### config.mk
export PLATFORM = sky130hd
export DESIGN_NAME = tmp_ctrl
export DESIGN_NICKNAME = d
export VERILOG_FILES = /design/src/rtl/tmp_ctrl_pkg.sv /design/src/rtl/tmp_ctrl_timer.sv /design/src/rtl/tmp_ctrl.sv
export SDC_FILE = /design/constraint.sdc
export NUM_CORES = 1
export LEC_CHECK = 0
export BUFFER_PORTS_ARGS = -buffer_cell sky130_fd_sc_hd__buf_2
export CAP_MARGIN = 0
export CORE_MARGIN = 3
export CORE_UTILIZATION = 35
export DETAILED_ROUTE_END_ITERATION = 7
export HOLD_SLACK_MARGIN = 0.15
export SETUP_SLACK_MARGIN = 0.02
export SYNTH_ARGS = -nofsm -noshare
export SYNTH_HDL_FRONTEND = slang
export SYNTH_HIERARCHICAL = 1
export SYNTH_SLANG_ARGS = --single-unit
### constraint.sdc
create_clock -name clk -period 6 [get_ports clk]
set_input_delay 0.3 -clock clk [delete_from_list [all_inputs] [get_ports clk]]
set_output_delay 0.3 -clock clk [all_outputs]
set_load 0.02 [all_outputs]
### src/rtl/tmp_ctrl_pkg.sv
// -----------------------------------------------------------------------------
// tmp_ctrl_pkg
// Shared types for the TMP register-pair transfer controller.
//   op_e    : operation code as presented on the op port
//   state_e : controller FSM states
//   TMR_W   : width of the per-phase wait counter
// No ports (package).
// -----------------------------------------------------------------------------
package tmp_ctrl_pkg;

  localparam int TMR_W = 8;

  typedef enum logic [1:0] {
    LOAD16    = 2'd0,
    STORE16   = 2'd1,
    ADDR_OUT  = 2'd2,
    ADDR_LOAD = 2'd3
  } op_e;

  typedef enum logic [2:0] {
    IDLE = 3'd0,
    HI   = 3'd1,
    LO   = 3'd2,
    ADDR = 3'd3,
    DONE = 3'd4
  } state_e;

  // States in which a transfer is waiting on xfer_ack.
  function automatic logic is_phase(state_e s);
    return (s == HI) || (s == LO) || (s == ADDR);
  endfunction

endpackage

### src/rtl/tmp_ctrl_timer.sv
// -----------------------------------------------------------------------------
// tmp_ctrl_timer
// Per-phase wait counter for tmp_ctrl.
//   clk     : system clock
//   rst     : synchronous active-high reset
//   clear   : restart counting (asserted on the edge that enters a new phase)
//   enable  : a phase is active and waiting
//   limit   : cycles allowed per phase, 0 = never expire
//   expired : the current cycle is the last allowed one; with no ack this
//             edge completes limit waiting cycles
// -----------------------------------------------------------------------------
module tmp_ctrl_timer
  import tmp_ctrl_pkg::*;
(
  input  logic             clk,
  input  logic             rst,
  input  logic             clear,
  input  logic             enable,
  input  logic [TMR_W-1:0] limit,
  output logic             expired
);

  logic [TMR_W-1:0] cnt;

  // Saturating so a disabled timeout never wraps back onto the limit.
  always_ff @(posedge clk) begin
    if (rst) begin
      cnt <= '0;
    end else if (clear) begin
      cnt <= '0;
    end else if (enable && (cnt != '1)) begin
      cnt <= cnt + 1'b1;
    end
  end

  // cnt holds completed waiting cycles, so the count reaches limit on the
  // edge that closes the cycle where cnt == limit-1.
  assign expired = enable && (limit != '0) && (cnt == limit - 1'b1);

endmodule

### src/rtl/tmp_ctrl.sv
// -----------------------------------------------------------------------------
// tmp_ctrl
// Sequences 16-bit loads/stores of the TMPH/TMPL register pair and address
// pass/load operations against a partner that handshakes with xfer_ack.
// Optional feature macro: TMP_CTRL_ADDR_LOAD_EN (enables op ADDR_LOAD; when
// undefined, ADDR_LOAD requests are rejected with an error pulse).
// Parameter TIMEOUT_CYCLES : max cycles per phase waiting for xfer_ack, 0 = off.
// Ports:
//   clk, rst          : clock, synchronous active-high reset
//   start, op         : operation request (sampled in IDLE only) and opcode
//   xfer_ack          : partner accepts/provides current byte or address
//   xfer_req          : a transfer phase is active
//   busy, done, error : status; done/error are single-cycle pulses
//   reg_tmph_*        : TMPH data_dir, pass_data(n), load, out(n)
//   reg_tmpl_*        : TMPL data_dir, pass_data(n), load, out(n)
//   reg_tmp_pass_address (n), reg_tmp_address_dir : address path controls
// -----------------------------------------------------------------------------
module tmp_ctrl
  import tmp_ctrl_pkg::*;
#(
  parameter int TIMEOUT_CYCLES = 16
) (
  input  logic       clk,
  input  logic       rst,
  input  logic       start,
  input  logic [1:0] op,
  input  logic       xfer_ack,
  output logic       xfer_req,
  output logic       busy,
  output logic       done,
  output logic       error,
  output logic       reg_tmph_data_dir,
  output logic       reg_tmph_pass_data,
  output logic       reg_tmph_load,
  output logic       reg_tmph_out,
  output logic       reg_tmpl_data_dir,
  output logic       reg_tmpl_pass_data,
  output logic       reg_tmpl_load,
  output logic       reg_tmpl_out,
  output logic       reg_tmp_pass_address,
  output logic       reg_tmp_address_dir
);

  localparam logic [TMR_W-1:0] TMO_LIMIT = TMR_W'(TIMEOUT_CYCLES);

  state_e state_q, state_d;
  op_e    op_q;
  logic   err_q, err_set;
  logic   tmo;

  tmp_ctrl_timer u_timer (
    .clk     (clk),
    .rst     (rst),
    .clear   (state_d != state_q),
    .enable  (is_phase(state_q)),
    .limit   (TMO_LIMIT),
    .expired (tmo)
  );

  always_ff @(posedge clk) begin
    if (rst) begin
      state_q <= IDLE;
      op_q    <= LOAD16;
      err_q   <= 1'b0;
    end else begin
      state_q <= state_d;
      err_q   <= err_set;
      if ((state_q == IDLE) && start) begin
        op_q <= op_e'(op);
      end
    end
  end

  // Ack takes priority over timeout so a late ack still completes the phase.
  always_comb begin
    state_d = state_q;
    err_set = 1'b0;
    case (state_q)
      IDLE: begin
        if (start) begin
          case (op_e'(op))
            LOAD16, STORE16: state_d = HI;
            ADDR_OUT:        state_d = ADDR;
            ADDR_LOAD: begin
`ifdef TMP_CTRL_ADDR_LOAD_EN
              state_d = ADDR;
`else
              err_set = 1'b1;
`endif
            end
            default: state_d = IDLE;
          endcase
        end
      end
      HI: begin
        if (xfer_ack) begin
          state_d = LO;
        end else if (tmo) begin
          state_d = IDLE;
          err_set = 1'b1;
        end
      end
      LO, ADDR: begin
        if (xfer_ack) begin
          state_d = DONE;
        end else if (tmo) begin
          state_d = IDLE;
          err_set = 1'b1;
        end
      end
      DONE:    state_d = IDLE;
      default: state_d = IDLE;
    endcase
  end

  // Line drive is decoded from the current state; only the load strobes
  // depend combinationally on xfer_ack.
  always_comb begin
    xfer_req             = is_phase(state_q);
    busy                 = (state_q != IDLE);
    done                 = (state_q == DONE);
    error                = err_q;
    reg_tmph_data_dir    = 1'b0;
    reg_tmph_pass_data   = 1'b1;
    reg_tmph_load        = 1'b0;
    reg_tmph_out         = 1'b1;
    reg_tmpl_data_dir    = 1'b0;
    reg_tmpl_pass_data   = 1'b1;
    reg_tmpl_load        = 1'b0;
    reg_tmpl_out         = 1'b1;
    reg_tmp_pass_address = 1'b1;
    reg_tmp_address_dir  = 1'b0;
    case (state_q)
      HI: begin
        reg_tmph_pass_data = 1'b0;
        if (op_q == LOAD16) begin
          reg_tmph_data_dir = 1'b1;
          reg_tmph_load     = xfer_ack;
        end else begin
          reg_tmph_out = 1'b0;
        end
      end
      LO: begin
        reg_tmpl_pass_data = 1'b0;
        if (op_q == LOAD16) begin
          reg_tmpl_data_dir = 1'b1;
          reg_tmpl_load     = xfer_ack;
        end else begin
          reg_tmpl_out = 1'b0;
        end
      end
      ADDR: begin
        reg_tmp_pass_address = 1'b0;
`ifdef TMP_CTRL_ADDR_LOAD_EN
        if (op_q == ADDR_LOAD) begin
          reg_tmp_address_dir = 1'b1;
          reg_tmph_load       = xfer_ack;
          reg_tmpl_load       = xfer_ack;
        end else begin
          reg_tmph_out = 1'b0;
          reg_tmpl_out = 1'b0;
        end
`else
        reg_tmph_out = 1'b0;
        reg_tmpl_out = 1'b0;
`endif
      end
      default: begin
      end
    endcase
  end

endmodule

==> metrics.csv, run 1 <==
stage,metric,value,unit
run_status,status,completed,
timing,"Hold Vio Cnt, Final",0,
worst_setup_path,Worst Setup End Kind,flip-flop,
layout,Filler Cell Count,263,
layout,area of the multi-input gates,818,um2
synth,Post-synth ARST share,0,%
timing,period utilisation layout,39.7,%
clocking,post-CTS setup buffer count,0,
placed_design,"worst slack, placed",3.62,ns
synth,"EDFF count, synth",0,
worst_setup_path,Worst Reg-to-Reg Cells,10,
floorplanning,num ports,20,
floorplanning,Initial Utilization,38.7,%
worst_hold_path,Hold Startpoint,rst,
floorplanning,height of the chip,59.8,um
pwr,internal power,0.000157,W
worst_setup_path,CP Cell Sequence,nor2_2 -> nor2_1 -> o2111ai_1 -> or4b_1 -> nor3_2 -> nor2_1 -> nor2_1 -> a311o_1 -> or2_2 -> nor2_1,
timing,Final WS setup,3.62,ns
drt,Vias/cell,4.72,
clocking,CTS tree,yes,
clocking,Worst-Skew Late Latency,0.28,ns
drt,metal2 WL,1190,um
drt,M1 wire length,1110,um
worst_setup_path,CP required,6.17,ns
synth,syn_area_per_cell,8.16,um2
clocking,root buf cell,clkbuf_4,
global_route,largest net degree at the start of global routing,10,
worst_setup_path,Worst path slowest cell,or4b_1,
timing,worst hold slack,0.272,ns
layout,final instance area,0.00128,mm2
synth,Synth area leaders,"dfxtp_1 (28%), nor2_1 (7.4%), xnor2_1 (5.2%)",
timing,Setup Viol. Count Final,0,
floorplanning,die extent in x,59.8,um
global_route,vias in the first global route,878,
global_route,initial antenna violation count,0,
layout,P&R area growth vs syn,26.2,%
synth,most frequent cells after synthesis,"nor2_1 (20), dfxtp_1 (14), nand2_1 (6), xnor2_1 (6), xor2_1 (6)",
drt,routed wl met3,42,um
global_route,global route total overflow,0,
synth,Yosys warnings,6,
clocking,clock buffer depth,2,
drt,Top Layer Used,met4,
pwr,power share of the clock group,30.0,%
worst_setup_path,reg-to-reg critical path endpoint,u_timer/cnt[4]$_SDFFE_PP0P_,
pwr,maximum vdd ir drop,0.126,mV
synth,synthesized netlist cell count,124,
floorplanning,Die Area,0.00357,mm2
worst_hold_path,Hold WC Path Type,primary input to flip-flop,
layout,nets@finish,185,
timing,RSZ-0062 raised after global routing,no,
pwr,Flop pwr share,44.8,%
placed_design,gpl congestion,0.803,
drt,total wire length,2350,um
pwr,Comb pwr share,25.2,%
global_route,Tot GR Track Use,14.1,%
timing,Max Slew Vio Count,0,
worst_hold_path,hold path cells,2,
drt,vias,973,
synth,"FF+latch count, synth",14,
clocking,CTS Buf Count,3,
clocking,post-CTS resize count,0,
synth,Yosys top cell area share,27.7,%
worst_setup_path,max incr delay on CP,0.53,ns
synth,top-count cell post-synth,nor2_1,
synth,Post-Syn Area,0.00101,mm2
floorplanning,core area,0.00261,mm2
worst_setup_path,CP Launch Type,flip-flop,
placed_design,placed cell areas,0.00124,mm2
clocking,"Reg clk slew, reported paths",0.09,ns
floorplanning,row cnt,18,
synth,"area leader, netlist",dfxtp_1,
timing,Clock Skew,0.000844,ns
drt,DR DRC count,0,
pwr,total power,0.000228,W
clocking,CTS Hold Bufs,0,
synth,sequential fraction of the synthesis area,27.7,%
worst_setup_path,Critical Path AT,2.56,ns
worst_setup_path,Reg2Reg Setup Slack,3.62,ns
worst_setup_path,reg2reg start,state_q[1]$_SDFF_PP0_,
layout,storage element area,280,um2
drt,WL/cell,11.4,um
synth,distinct cell type count after synthesis,48,
pwr,PD cells,179,mW/mm2
layout,layout cell share with drive strength beyond 1,18.8,%
worst_hold_path,Worst Hold End,op_q[1]$_SDFFE_PP0P_,
drt,Starting DRT DRC Count,27,
layout,ant diodes,0,
clocking,CTS H-tree lvls,1,
global_route,first-pass GRT wire length,3810,um
drt,antenna-violating nets left,0,
job,Maximum Capacitance Violations,0,
worst_setup_path,CP dominant cell by count,nor2_1,
clocking,Num Clock Sinks,14,
pwr,Leak,0.569,nW
timing,fmax,420,MHz
drt,drt pass-1 iters,4,
timing,Final min period,2.38,ns
worst_setup_path,Crit Path Max Fanout,8,
placed_design,Buffers on Ports,18,
worst_setup_path,WS Path Type,flip-flop to flip-flop,
placed_design,post-DP HPWL,1940,um
synth,predominant post-synthesis flop cell,dfxtp_1,
pwr,Switching Fraction,31.4,%
pwr,Switch Pwr,0.0000718,W
timing,setup_tns,0,ns
==> how the worst max path moves through the flow <==
| stage | start | end | slack, ns |
|---|---|---|---|
| 4_1_cts | state_q[0]$_SDFF_PP0_ | u_timer/cnt[0]$_SDFFE_PP0P_ | 3.61 |
| 3_3_place_gp | state_q[1]$_SDFF_PP0_ | error$_SDFF_PP0_ | 3.67 |
| 2_1_floorplan | state_q[0]$_SDFF_PP0_ | u_timer/cnt[0]$_SDFFE_PP0P_ | 3.46 |
| 5_1_grt | state_q[1]$_SDFF_PP0_ | u_timer/cnt[4]$_SDFFE_PP0P_ | 3.40 |
| 3_5_place_dp | state_q[1]$_SDFF_PP0_ | u_timer/cnt[4]$_SDFFE_PP0P_ | 3.62 |
| 6_report | state_q[1]$_SDFF_PP0_ | u_timer/cnt[4]$_SDFFE_PP0P_ | 3.62 |
==> power groups by stage <==
stage	clock network [W]	logic [W]	registers (W)
6_report	0.0000686	0.0000575	0.000102
5_1_grt	0.0000758	0.0000646	0.000103
4_1_cts	0.0000713	0.0000566	0.000102
3_5_place_dp	0	0.0000564	0.000104
3_3_place_gp	0	0.0000557	0.000104
2_1_floorplan	0	0.0000431	0.000103
==> logic make-up (layout without fill, tap and decap cells) <==
| logic type | count (synthesis) | after routing | synth area share (%) |
|---|---|---|---|
| other | 2 | 35 | 0.742 |
| flip-flops | 14 | 14 | 27.7 |
| AND/OR/NAND/NOR | 62 | 62 | 36.1 |
| XOR/XNOR | 12 | 12 | 10.4 |
| buffers and inverters | 7 | 26 | 3.71 |
| AO/OA/AOI/OAI | 22 | 22 | 15.9 |
| adder cells (fa/ha/maj) | 2 | 2 | 2.47 |
| multiplexers | 3 | 3 | 2.97 |
==> metal layers <==
layer  track usage (%)  vias up
li1                  -      516
met5                 0        -
met2              22.1        6
met4              4.75        0
met1              19.1      449
met3              3.02        2
==> area by class of cell <==
class                           count  share of cell area [%]
Timing Repair Buffer               18                    7.05
Tap cell                           30                    2.94
Inverter                            4                    1.18
Sequential cell                    14                    21.9
Multi-Input combinational cell    136                    64.1
Clock buffer                        4                    2.84
==> through the flow <==
step	std cells	utilization [%]
3_5_place_dp	202	47.5
2_1_floorplan	157	-
6_report	206	48.9
4_1_cts	206	48.9
5_1_grt	206	48.9
3_3_place_gp	202	47.5
==> state kept, by name (all words and copies together), names as in the netlist <==
signal and cells:
state_q 3, u_timer/cnt 8, op_q 2, error 1
==> critical path, delay by kind of cell, from the launching register on <==
kind            cells  cell delay (ns)
simple gates        8             1.51
flops               1             0.52
compound gates      2             0.24
==> placed cells by master, fill, tap and decap left out, types with 3 or more instances in the layout <==
cell type	instances
xor2_1	6
nor2_1	20
inv_1	4
conb_1	35
mux2i_1	3
buf_2	18
xnor2_1	6
nor3_1	5
nand3_1	4
nand2b_1	4
clkbuf_4	3
a21oi_1	3
nand4_1	3
dfxtp_1	14
nand2_1	6
Note: power is estimated with default switching activity, not from simulation.
==> inputs of run 2 (changes only) <==
==> constraint.sdc (replaced) <==
create_clock -name clk -period 2.2 [get_ports clk]
set_input_delay 0.11 -clock clk [delete_from_list [all_inputs] [get_ports clk]]
set_output_delay 0.11 -clock clk [all_outputs]
set_load 0.02 [all_outputs]
==> metrics.csv, run 2 (same netlist as run 1, synthesis figures left out) <==
stage,metric,value,unit,change
pwr,Leak,0.640,nW,was 0.569 nW
layout,nets@finish,196,,was 185
timing,worst hold slack,0.282,ns,was 0.272 ns
floorplanning,core area,0.00261,mm2,unchanged
worst_setup_path,Worst path top cell family by delay,simple AND/OR/NAND/NOR gates,,unchanged
layout,"commonest cells after routing, fill and taps aside","conb_1 (35), nor2_1 (19), buf_2 (18)",,"was conb_1 (35), nor2_1 (20), buf_2 (18)"
worst_setup_path,reg-to-reg critical path endpoint,error$_SDFF_PP0_,,was u_timer/cnt[4]$_SDFFE_PP0P_
placed_design,Buffers on Ports,18,,unchanged
timing,"Hold Vio Cnt, Final",0,,unchanged
timing,Final WS setup,0.0713,ns,was 3.62 ns
worst_hold_path,Worst Hold End,error$_SDFF_PP0_,,was op_q[1]$_SDFFE_PP0P_
worst_hold_path,Hold WC Path Type,primary input to flip-flop,,unchanged
drt,drt pass-1 iters,4,,unchanged
worst_setup_path,reg2reg start,u_timer/cnt[3]$_SDFFE_PP0P_,,was state_q[1]$_SDFF_PP0_
layout,P&R area growth vs syn,38.4,%,was 26.2%
job,Maximum Capacitance Violations,0,,unchanged
floorplanning,num ports,20,,unchanged
worst_setup_path,Reg2Reg Setup Slack,0.07,ns,was 3.62 ns
worst_setup_path,Worst path slowest cell,or4b_4,,was or4b_1
pwr,maximum vdd ir drop,0.528,mV,was 0.126 mV
worst_setup_path,"Buf+Inv Stages, Crit Path",0,,unchanged
drt,Vias/cell,4.81,,was 4.72
clocking,clock buffer depth,2,,unchanged
clocking,CTS tree,yes,,unchanged
drt,WL/cell,11.3,um,was 11.4 um
floorplanning,Initial Utilization,38.7,%,unchanged
worst_hold_path,hold path cells,4,,was 2
worst_setup_path,Worst Setup End Kind,flip-flop,,unchanged
clocking,CTS Buf Count,3,,unchanged
floorplanning,row cnt,18,,unchanged
worst_setup_path,CP required,2.42,ns,was 6.17 ns
timing,Final min period,2.13,ns,was 2.38 ns
drt,Starting DRT DRC Count,30,,was 27
run_status,status,completed,,unchanged
timing,RSZ-0062 raised after global routing,yes,,was no
timing,period utilisation layout,96.8,%,was 39.7%
pwr,PD cells,462,mW/mm2,was 179 mW/mm2
worst_setup_path,CP Launch Type,flip-flop,,unchanged
clocking,post-CTS setup buffer count,0,,unchanged
pwr,total power,0.000647,W,was 0.000228 W
layout,layout cell share with drive strength beyond 1,24.6,%,was 18.8%
layout,max reg flops,8,,unchanged
floorplanning,height of the chip,59.8,um,unchanged
layout,storage element area,284,um2,was 280 um2
clocking,CTS H-tree lvls,1,,unchanged
drt,vias,1043,,was 973
worst_setup_path,Critical Path AT,2.35,ns,was 2.56 ns
worst_setup_path,CP Launch Point,u_timer/cnt[3]$_SDFFE_PP0P_,,was state_q[1]$_SDFF_PP0_
worst_setup_path,WS Path Type,flip-flop to flip-flop,,unchanged
clocking,Num Clock Sinks,14,,unchanged
worst_setup_path,Crit Path Max Fanout,3,,was 8
clocking,"Reg clk slew, reported paths",0.09,ns,about the same
global_route,global route total overflow,0,,unchanged
worst_setup_path,max incr delay on CP,0.55,ns,was 0.53 ns
floorplanning,Die Area,0.00357,mm2,unchanged
clocking,root buf cell,clkbuf_4,,unchanged
placed_design,gpl congestion,0.785,,was 0.803
layout,Filler Cell Count,277,,was 263
timing,Clock Skew,0.00239,ns,was 0.000844 ns
global_route,vias in the first global route,917,,was 878
drt,DR DRC count,0,,unchanged
global_route,largest net degree at the start of global routing,9,,was 10
worst_setup_path,Worst Reg-to-Reg Cells,7,,was 10
layout,ant diodes,0,,unchanged
global_route,first-pass GRT wire length,3970,um,was 3810 um
worst_setup_path,CP Cell Sequence,xnor2_2 -> a21oi_1 -> o2111ai_1 -> or4b_4 -> nor3_4 -> or4b_1 -> a21boi_1,,was nor2_2 -> nor2_1 -> o2111ai_1 -> or4b_1 -> nor3_2 -> nor2_1 -> nor2_1 -> a311o_1 -> or2_2 -> nor2_1
clocking,Worst-Skew Late Latency,0.28,ns,about the same
worst_hold_path,Hold Startpoint,start,,was rst
timing,fmax,470,MHz,was 420 MHz
layout,area of the multi-input gates,846,um2,was 818 um2
floorplanning,die extent in x,59.8,um,unchanged
drt,antenna-violating nets left,0,,unchanged
layout,largest registers,"u_timer/cnt (8), state_q (3), op_q (2)",,unchanged
layout,Top reg by flops,u_timer/cnt,,unchanged
global_route,initial antenna violation count,0,,unchanged
global_route,Tot GR Track Use,14.6,%,was 14.1%
drt,total wire length,2450,um,was 2350 um
timing,Setup Viol. Count Final,0,,unchanged
placed_design,post-DP HPWL,1850,um,was 1940 um
timing,Max Slew Vio Count,0,,unchanged
layout,"most common cell after layout, fill and taps aside",conb_1,,unchanged
placed_design,"worst slack, placed",0.111,ns,was 3.62 ns
run 2: metal layers:
layer,part of all wire [%],vias to the layer above,global-route usage (%)
met5,0,-,0
met4,0,0,0.949
met3,3.7,0,4.54
met2,50,16,23.8
met1,46,480,19.8
li1,-,547,-
run 2: cell type report:
type                            instances  share of cell area, %
Multi-Input combinational cell        136                   60.4
Sequential cell                        14                   20.3
Timing Repair Buffer                   29                   13.0
Tap cell                               30                   2.68
Clock buffer                            4                   2.59
Inverter                                4                   1.07
run 2: worst max path at each step:
stage                                  endpoint  slack [ns]  cells after the start
finish                         error$_SDFF_PP0_        0.07                      7
global route        u_timer/cnt[7]$_SDFFE_PP0P_       -0.03                     10
CTS                            error$_SDFF_PP0_        0.07                      7
detailed placement             error$_SDFF_PP0_        0.11                      7
global placement               error$_SDFF_PP0_        0.12                      7
floorplan           u_timer/cnt[5]$_SDFFE_PP0P_        0.08                     11
run 2: per-stage QoR:
stage / instances / instance area, um2 / util (%) / setup TNS [ns]
after global routing: 217 / 1400 / 53.6 / -0.136
final: 217 / 1400 / 53.6 / 0
after floorplan: 157 / 1150 / - / 0
after CTS: 217 / 1380 / 52.8 / 0
after detailed placement: 209 / 1300 / 49.9 / 0
after global placement: 209 / 1300 / 49.9 / 0
run 2: where the power goes:
group / total, W / switching, W / leakage (nW) / internal [W]
Combinational: 0.000186 / 0.000108 / 0.504 / 0.0000785
Sequential: 0.000271 / 0.00000791 / 0.115 / 0.000263
Clock: 0.000190 / 0.0000888 / 0.0210 / 0.000101
Total: 0.000647 / 0.000205 / 0.640 / 0.000442
run 2: worst reg2reg max path, stage by stage (launching register included):
cell	delay, ns
dfxtp_2	0.36
xnor2_2	0.09
a21oi_1	0.15
o2111ai_1	0.14
or4b_4	0.55
nor3_4	0.19
or4b_1	0.45
a21boi_1	0.13
run 2: timing repair:
action | in CTS | in global routing
hold endpoints to repair | 5 | 0
endpoints found under the setup margin | 0 | 9
resized for setup | 0 | 5
hold buffers | 4 | 0
==> inputs of run 3 (changes only) <==
==> constraint.sdc (replaced) <==
create_clock -name clk -period 2.45 [get_ports clk]
set_input_delay 0.1225 -clock clk [delete_from_list [all_inputs] [get_ports clk]]
set_output_delay 0.1225 -clock clk [all_outputs]
set_load 0.02 [all_outputs]
==> metrics.csv, run 3 (same netlist as run 1, synthesis figures left out) <==
stage,metric,value,unit,change
run_status,status,completed,,unchanged
global_route,Tot GR Track Use,14.2,%,was 14.6%
placed_design,post-DP HPWL,1750,um,was 1850 um
drt,vias,990,,"was 1,043"
pwr,Leak,0.596,nW,was 0.640 nW
clocking,Worst-Skew Late Latency,0.28,ns,about the same
floorplanning,core area,0.00261,mm2,unchanged
drt,total wire length,2290,um,was 2450 um
worst_setup_path,Critical Path AT,2.44,ns,was 2.35 ns
layout,Filler Cell Count,263,,was 277
worst_hold_path,Hold WC Path Type,primary input to flip-flop,,unchanged
pwr,Comb pwr share,27.4,%,was 28.8%
clocking,clock buffer depth,2,,unchanged
timing,period utilisation layout,90.9,%,was 96.8%
global_route,largest net degree at the start of global routing,10,,was 9
floorplanning,Initial Utilization,38.7,%,unchanged
placed_design,gpl congestion,0.802,,was 0.785
drt,Vias/cell,4.67,,was 4.81
pwr,internal power,0.000391,W,was 0.000442 W
timing,Max Slew Vio Count,0,,unchanged
floorplanning,num ports,20,,unchanged
drt,drt pass-1 iters,4,,unchanged
pwr,Switch Pwr,0.000176,W,was 0.000205 W
layout,"Core Util, Final",51.1,%,was 53.6%
worst_hold_path,Hold Startpoint,start,,unchanged
layout,ant diodes,0,,unchanged
timing,fmax,449,MHz,was 470 MHz
worst_setup_path,CP Launch Type,flip-flop,,unchanged
clocking,root buf cell,clkbuf_4,,unchanged
floorplanning,row cnt,18,,unchanged
worst_setup_path,reg-to-reg critical path endpoint,error$_SDFF_PP0_,,unchanged
layout,largest registers,"u_timer/cnt (8), state_q (3), op_q (2)",,unchanged
floorplanning,Die Area,0.00357,mm2,unchanged
global_route,vias in the first global route,886,,was 917
pwr,power share of the clock group,29.4,%,was 29.3%
timing,Setup Viol. Count Final,0,,unchanged
timing,Final min period,2.23,ns,was 2.13 ns
worst_setup_path,WS Path Type,flip-flop to flip-flop,,unchanged
timing,RSZ-0062 raised after global routing,no,,was yes
worst_setup_path,Worst Reg-to-Reg Cells,7,,unchanged
layout,Top reg by flops,u_timer/cnt,,unchanged
drt,DR DRC count,0,,unchanged
worst_setup_path,Reg2Reg Setup Slack,0.22,ns,was 0.07 ns
global_route,initial antenna violation count,0,,unchanged
floorplanning,height of the chip,59.8,um,unchanged
layout,P&R area growth vs syn,31.9,%,was 38.4%
clocking,"Reg clk slew, reported paths",0.09,ns,about the same
timing,setup_tns,0,ns,unchanged
job,Maximum Capacitance Violations,0,,unchanged
pwr,Flop pwr share,43.3,%,was 41.9%
worst_setup_path,Crit Path Max Fanout,6,,was 3
clocking,CTS H-tree lvls,1,,unchanged
pwr,Switching Fraction,31.0,%,was 31.6%
placed_design,Buffers on Ports,18,,unchanged
layout,"most common cell after layout, fill and taps aside",conb_1,,unchanged
drt,Starting DRT DRC Count,32,,was 30
clocking,CTS tree,yes,,unchanged
global_route,global route total overflow,0,,unchanged
layout,max reg flops,8,,unchanged
pwr,PD cells,425,mW/mm2,was 462 mW/mm2
worst_setup_path,Worst Setup End Kind,flip-flop,,unchanged
global_route,first-pass GRT wire length,3840,um,was 3970 um
clocking,post-CTS setup buffer count,0,,unchanged
drt,WL/cell,10.8,um,was 11.3 um
timing,Final WS setup,0.222,ns,was 0.0713 ns
layout,nets@finish,191,,was 196
worst_setup_path,CP required,2.66,ns,was 2.42 ns
worst_hold_path,hold path cells,4,,unchanged
layout,layout cell share with drive strength beyond 1,19.8,%,was 24.6%
drt,antenna-violating nets left,0,,unchanged
worst_hold_path,Worst Hold End,error$_SDFF_PP0_,,unchanged
placed_design,"worst slack, placed",0.257,ns,was 0.111 ns
floorplanning,die extent in x,59.8,um,unchanged
timing,Clock Skew,0.000789,ns,was 0.00239 ns
timing,"Hold Vio Cnt, Final",0,,unchanged
clocking,Num Clock Sinks,14,,unchanged
pwr,maximum vdd ir drop,0.415,mV,was 0.528 mV
layout,"commonest cells after routing, fill and taps aside","conb_1 (35), nor2_1 (19), buf_2 (18)",,unchanged
clocking,CTS Buf Count,3,,unchanged
worst_setup_path,reg2reg start,u_timer/cnt[3]$_SDFFE_PP0P_,,unchanged
-- run 3: repair_timing --
action | in CTS | in global routing
hold buffers | 3 | 1
hold endpoints to repair | 4 | 1
resized for setup | 0 | 0
-- run 3: through the flow --
step	instances	hold slack (ns)	total power (W)	cell area (um2)
floorplan	157	0.195	0.000359	1140
global placement	204	0.391	0.000397	1260
detailed placement	204	0.394	0.000397	1260
CTS	211	0.168	0.000570	1330
global route	212	0.291	0.000606	1340
finish	212	0.278	0.000567	1340
-- run 3: power groups by stage --
stage               clock [W]  sequential, W  combinational (W)
finish               0.000166       0.000245           0.000155
global route         0.000188       0.000247           0.000172
CTS                  0.000174       0.000245           0.000150
detailed placement          0       0.000251           0.000146
global placement            0       0.000250           0.000147
floorplan                   0       0.000253           0.000106
-- run 3: critical path, stage by stage, from the launching register on --
cell       delay (ns)
dfxtp_1          0.42
xnor2_1          0.12
a21oi_1          0.14
o2111ai_1        0.12
or4b_1           0.53
nor3_2           0.23
or4b_1           0.46
a21boi_1         0.14
-- run 3: layout make-up --
type | instances | area, um2 | share of cell area (%)
Clock buffer | 4 | 36.3 | 2.72
Timing Repair Buffer | 24 | 145 | 10.9
Tap cell | 30 | 37.5 | 2.81
Sequential cell | 14 | 280 | 21.0
Multi-Input combinational cell | 136 | 821 | 61.5
Inverter | 4 | 15.0 | 1.12
-- run 3: layer usage --
| layer | vias to the layer above | global-route usage [%] | part of all wire, % |
|---|---|---|---|
| li1 | 533 | - | - |
| met1 | 438 | 18.7 | 46 |
| met2 | 15 | 23.3 | 49 |
| met3 | 4 | 3.89 | 3.5 |
| met4 | 0 | 2.85 | 1.7 |
| met5 | - | 0 | 0 |
-- run 3: how the worst max path moves through the flow --
stage | startpoint | endpoint | slack (ns) | cells after the start
6_report | u_timer/cnt[3]$_SDFFE_PP0P_ | error$_SDFF_PP0_ | 0.22 | 7
5_1_grt | u_timer/cnt[3]$_SDFFE_PP0P_ | u_timer/cnt[3]$_SDFFE_PP0P_ | 0.05 | 10
4_1_cts | u_timer/cnt[3]$_SDFFE_PP0P_ | error$_SDFF_PP0_ | 0.23 | 7
3_5_place_dp | u_timer/cnt[3]$_SDFFE_PP0P_ | error$_SDFF_PP0_ | 0.26 | 7
3_3_place_gp | state_q[2]$_SDFF_PP0_ | error$_SDFF_PP0_ | 0.29 | 6
2_1_floorplan | state_q[0]$_SDFF_PP0_ | u_timer/cnt[0]$_SDFFE_PP0P_ | 0.05 | 11
